File: src/rtl/sr_latch_bank_pkg.sv
// ============================================================================
// Module   : sr_latch_bank_pkg
// Brief    : Shared collision-priority encodings and counter sizing helper
//            for the registered SR latch bank.
// Revision : 1.0 - initial release
// ============================================================================
`default_nettype none

package sr_latch_bank_pkg;

    localparam int PRIO_RESET = 0;
    localparam int PRIO_SET   = 1;
    localparam int PRIO_HOLD  = 2;

    // Min-on counter width; a zero lock still needs one bit to exist.
    function automatic int cnt_width(input int min_on);
        int w;
        w = $clog2(min_on + 1);
        return (w < 1) ? 1 : w;
    endfunction

endpackage

`default_nettype wire

File: src/rtl/sr_latch_chan.sv
// ============================================================================
// Module   : sr_latch_chan
// Brief    : One registered SR channel with collision priority, min-on lock,
//            deferred reset and sticky collision flag.
// Revision : 1.0 - initial release
// ============================================================================
`default_nettype none

module sr_latch_chan
    import sr_latch_bank_pkg::*;
#(
    parameter int PRIORITY = 0,
    parameter int MIN_ON   = 0
) (
    input  logic clk,
    input  logic rst_n,
    input  logic s,
    input  logic r,
    input  logic clr_err,
    output logic q,
    output logic locked,
    output logic pend,
    output logic err
);

    localparam int                  c_cnt_w  = cnt_width(MIN_ON);
    localparam logic [c_cnt_w-1:0]  c_min_on = c_cnt_w'(MIN_ON);
    localparam logic [c_cnt_w-1:0]  c_cnt_one = c_cnt_w'(1);

    logic               r_q;
    logic               r_pend;
    logic               r_err;
    logic [c_cnt_w-1:0] r_cnt;

    logic w_coll;
    logic w_es;
    logic w_er;
    logic w_cnt_zero;

    assign w_coll     = s & r;
    assign w_cnt_zero = (r_cnt == '0);

    // Resolve a simultaneous set/reset into at most one effective request.
    always_comb begin
        w_es = s & ~r;
        w_er = r & ~s;
        case (PRIORITY)
            PRIO_RESET: w_er = r;
            PRIO_SET:   w_es = s;
            default:    ;
        endcase
    end

    always_ff @(posedge clk or negedge rst_n) begin
        if (!rst_n) begin
            r_q    <= 1'b0;
            r_pend <= 1'b0;
            r_err  <= 1'b0;
            r_cnt  <= '0;
        end else begin
            if (w_coll) begin
                r_err <= 1'b1;
            end else if (clr_err) begin
                r_err <= 1'b0;
            end

            if (!w_cnt_zero) begin
                r_cnt <= r_cnt - c_cnt_one;
            end

            if (!r_q) begin
                if (w_es) begin
                    r_q    <= 1'b1;
                    r_cnt  <= c_min_on;
                    r_pend <= 1'b0;
                end
            end else if (w_es) begin
                // A fresh set cancels a deferred reset but never retriggers the lock.
                r_pend <= 1'b0;
            end else if (w_er) begin
                if (w_cnt_zero) begin
                    r_q    <= 1'b0;
                    r_pend <= 1'b0;
                end else begin
                    r_pend <= 1'b1;
                end
            end else if (r_pend && w_cnt_zero) begin
                r_q    <= 1'b0;
                r_pend <= 1'b0;
            end
        end
    end

    assign q      = r_q;
    assign pend   = r_pend;
    assign err    = r_err;
    assign locked = r_q & ~w_cnt_zero;

endmodule

`default_nettype wire

File: src/rtl/sr_latch_bank.sv
// ============================================================================
// Module   : sr_latch_bank
// Brief    : WIDTH independent registered SR channels with min-on lock.
//            Define SR_LATCH_BANK_EDGE_EN to add rise/fall pulse outputs.
// Revision : 1.0 - initial release
// ============================================================================
`default_nettype none

module sr_latch_bank
    import sr_latch_bank_pkg::*;
#(
    parameter int WIDTH    = 4,
    parameter int PRIORITY = PRIO_RESET,
    parameter int MIN_ON   = 0
) (
    input  logic             clk,
    input  logic             rst_n,
    input  logic [WIDTH-1:0] s,
    input  logic [WIDTH-1:0] r,
    input  logic             clr_err,
    output logic [WIDTH-1:0] q,
    output logic [WIDTH-1:0] locked,
    output logic [WIDTH-1:0] pend,
    output logic [WIDTH-1:0] err
`ifdef SR_LATCH_BANK_EDGE_EN
    ,
    output logic [WIDTH-1:0] rise,
    output logic [WIDTH-1:0] fall
`endif
);

    for (genvar gi = 0; gi < WIDTH; gi++) begin : g_chan
        sr_latch_chan #(
            .PRIORITY (PRIORITY),
            .MIN_ON   (MIN_ON)
        ) u_chan (
            .clk     (clk),
            .rst_n   (rst_n),
            .s       (s[gi]),
            .r       (r[gi]),
            .clr_err (clr_err),
            .q       (q[gi]),
            .locked  (locked[gi]),
            .pend    (pend[gi]),
            .err     (err[gi])
        );
    end

`ifdef SR_LATCH_BANK_EDGE_EN
    logic [WIDTH-1:0] r_q_d;

    // Reset clears q and its copy together, so reset never produces a pulse.
    always_ff @(posedge clk or negedge rst_n) begin
        if (!rst_n) begin
            r_q_d <= '0;
        end else begin
            r_q_d <= q;
        end
    end

    assign rise = q & ~r_q_d;
    assign fall = ~q & r_q_d;
`endif

endmodule

`default_nettype wire

File: config.mk
export PLATFORM = sky130hd
export DESIGN_NAME = sr_latch_bank
export DESIGN_NICKNAME = d
export VERILOG_FILES = /design/src/rtl/sr_latch_bank_pkg.sv /design/src/rtl/sr_latch_chan.sv /design/src/rtl/sr_latch_bank.sv
export SDC_FILE = /design/constraint.sdc
export NUM_CORES = 1
export LEC_CHECK = 0
export BUFFER_PORTS_ARGS = -buffer_cell sky130_fd_sc_hd__buf_4
export CAP_MARGIN = 0
export CORE_AREA = 2 2 39 41
export CTS_CLUSTER_DIAMETER = 30
export DETAILED_ROUTE_END_ITERATION = 10
export DIE_AREA = 0 0 41 43
export PLACE_DENSITY_LB_ADDON = 0.25
export SLEW_MARGIN = 30
export SYNTH_ARGS = -nofsm -noshare
export SYNTH_HDL_FRONTEND = slang
export SYNTH_SLANG_ARGS = --single-unit
File: constraint.sdc
create_clock -name clk -period 0.8 [get_ports clk]
set_clock_uncertainty 0.2 [all_clocks]
set_input_delay 0.08 -clock clk [delete_from_list [all_inputs] [get_ports clk]]
set_output_delay 0.08 -clock clk [all_outputs]
set_load 0.01 [all_outputs]
==> results_dict.tcl <==
set metrics [dict create \
    status "complete, but fails checks" \
    violations "hold timing, setup timing" \
    fp.dieW_microns 41 \
    place_hpwl_microns 511 \
    p_leak_nw 0.300 \
    fp.coreArea_sq_mm 0.00138 \
    fin_crit_ns 1.04 \
    report.final.slew_viol_count 0 \
    rr_worst_depth 3 \
    setup_viol 16 \
    layout-drive-gt1-share_pct 44.3 \
    cpPeakStageDelay_ns 0.39 \
    period_share_pct 130 \
    route.met3.wl_microns 86 \
    drc 0 \
    place.gp.congestion 0.543 \
    antenna_cells 0 \
    cts.sinks 8 \
    yosysSeqAreaShare_pct 49.5 \
    register_area_sq_um 200 \
    num-fill-cells 155 \
    grt_pass1_wl_microns 834 \
    cts_root_buf "clkbuf_4" \
    yosysUniqueCellTypes 7 \
    grt_max_degree 9 \
    ctsHoldBuffers 1 \
    crit_arrival_ns 0.76 \
    routed_wl_microns 649 \
    postRouteAntennaNets 0 \
    setup_slack_ns -0.240 \
    ys_ff_latch 8 \
    p_per_area_mw_per_mm2 1720 \
    cp_data_required_time_ns 0.52 \
    rows 14 \
    ios 27 \
    critPathKind "reg2out" \
    grt_pass1_vias 230 \
    syn_area_sq_um 404 \
    wl_per_cell_microns 8.43 \
    drv_cap 0 \
    finish.utilization_pct 40.1 \
    post-place-ws_ns -0.0269 \
    whs_ns -0.208 \
    cp_cell_sequence "buf_6" \
    die_area_sq_mm 0.00176 \
    top_layer "met4" \
    clk_pin_slew_worst_paths_ns 0.05 \
    met1_length_microns 204 \
    htree_num_levels 1 \
    hold_path_class "in2reg" \
    cts_made_buffers 3 \
    drt_iter0_drc 3 \
    syn_avg_cell_area_sq_um 8.98 \
    layout.nets 74 \
    fmax_ghz 0.961 \
    syn_to_final_growth_pct 37.5 \
    finalPower_mw 0.957 \
    holdPathStages 2 \
    met2WireLength_microns 337 \
    postPlaceCellArea_sq_um 465 \
    cts.path.max_buffers 2 \
    synth_cells 45 \
    cp-start-kind "register" \
    dieHeight_microns 43 \
    path_buf_inv 1 \
    place.port_buffers 18 \
    track_usage_pct 7.89 \
    ys.warnings.count 0 \
    initial_core_util_pct 29.2 \
    grt-ovfl-total 0 \
    worst_path_max_delay_cell "dfrtp_1" \
    crit_family "flip-flops" \
    cp.depth 1 \
    antenna_found_initial 0 \
    final_cell_area_sq_um 556 \
    multi_input_area_sq_um 100 \
    clk_latency_ns 0.24 \
    route.vias.total 297 \
    cts_tree "built" \
    hold_viol 16 \
    worst-path-max-fanout 2 \
    grt_setup_unrepaired "true" \
    viasPerCell 3.86 \
    drtPass1Iterations 2 \
    end_kind "output port" \
    ir_drop_v 0.000531 \
]
final timing paths:
kind | from | to | slack, ns
max in group asynchronous | rst_n | g_chan[1].u_chan.q$_DFF_PN0_ | 0.29
hold / removal | r[0] | g_chan[0].u_chan.q$_DFF_PN0_ | -0.21
min in group asynchronous | rst_n | g_chan[0].u_chan.err$_DFFE_PN0P_ | -0.01
hold reg to reg | g_chan[0].u_chan.q$_DFF_PN0_ | g_chan[0].u_chan.q$_DFF_PN0_ | 0.31
setup / recovery | g_chan[3].u_chan.q$_DFF_PN0_ | q[3] | -0.24
setup reg to reg | g_chan[3].u_chan.q$_DFF_PN0_ | g_chan[3].u_chan.q$_DFF_PN0_ | -0.17
routing by layer:
metal | up-vias | GRT usage [%]
met5 | - | 0
met4 | 0 | 12.0
met3 | 2 | 1.57
met2 | 22 | 10.9
met1 | 129 | 7.26
li1 | 144 | -
synth_stat cells:
cell type / n / area (sq um)
inv_1: 4 / 15.0
conb_1: 1 / 3.75
buf_4: 16 / 120
nor2_1: 8 / 30.0
dfrtp_1: 8 / 200
nand2_1: 4 / 15.0
o21ai_1: 4 / 20.0
where the power goes:
part / internal, mW / total, mW / switching, mW
combinational: 0.122 / 0.211 / 0.0892
clock: 0.170 / 0.288 / 0.117
sequential: 0.438 / 0.459 / 0.0213
through the flow:
step           setup TNS (ns)  cells  hold slack (ns)
3_5_place_dp          -0.0316     70           -0.299
6_report                -2.30     77           -0.208
2_1_floorplan               0     52           -0.416
3_3_place_gp                0     70           -0.297
4_1_cts                 -2.33     76           -0.219
5_1_grt                 -2.89     77           -0.218
registers in the layout (all words and copies together) (netlist names):
register / count
g_chan.u_chan.q: 4
g_chan.u_chan.err: 4
cell usage in the layout, fill, tap and decap left out, drive strengths merged:
cell type,netlist,layout
buf,16,21
clkbuf,0,3
conb,1,8
dfrtp,8,8
dlygate4sd3,0,1
inv,4,4
nand2,4,4
nor2,8,8
o21ai,4,4
what timing repair did:
action | 4_1_cts | 5_1_grt
pin swaps | 1 | 0
gates resized for setup | 9 | 2
gates cloned | 0 | 0
endpoints found under the setup margin | 12 | 16
endpoints found under the hold margin | 16 | 16
buffers inserted | 2 | 1
area by class of cell:
class | count | share of cell area [%]
well taps | 16 | 3.60
repair buffers | 22 | 35.6
inverters | 4 | 2.70
flip-flops and latches | 8 | 36.0
clock buffers | 3 | 4.05
multi-input cells | 24 | 18.0
logic make-up (layout without fill, tap and decap cells):
kind of cell | after synthesis | count (layout) | share of synthesized area (%)
compound gates | 4 | 4 | 4.95
buf+inv | 20 | 29 | 33.4
other cells | 1 | 8 | 0.928
simple gates | 12 | 12 | 11.1
flops | 8 | 8 | 49.5
(Power assumes the default switching activity.)
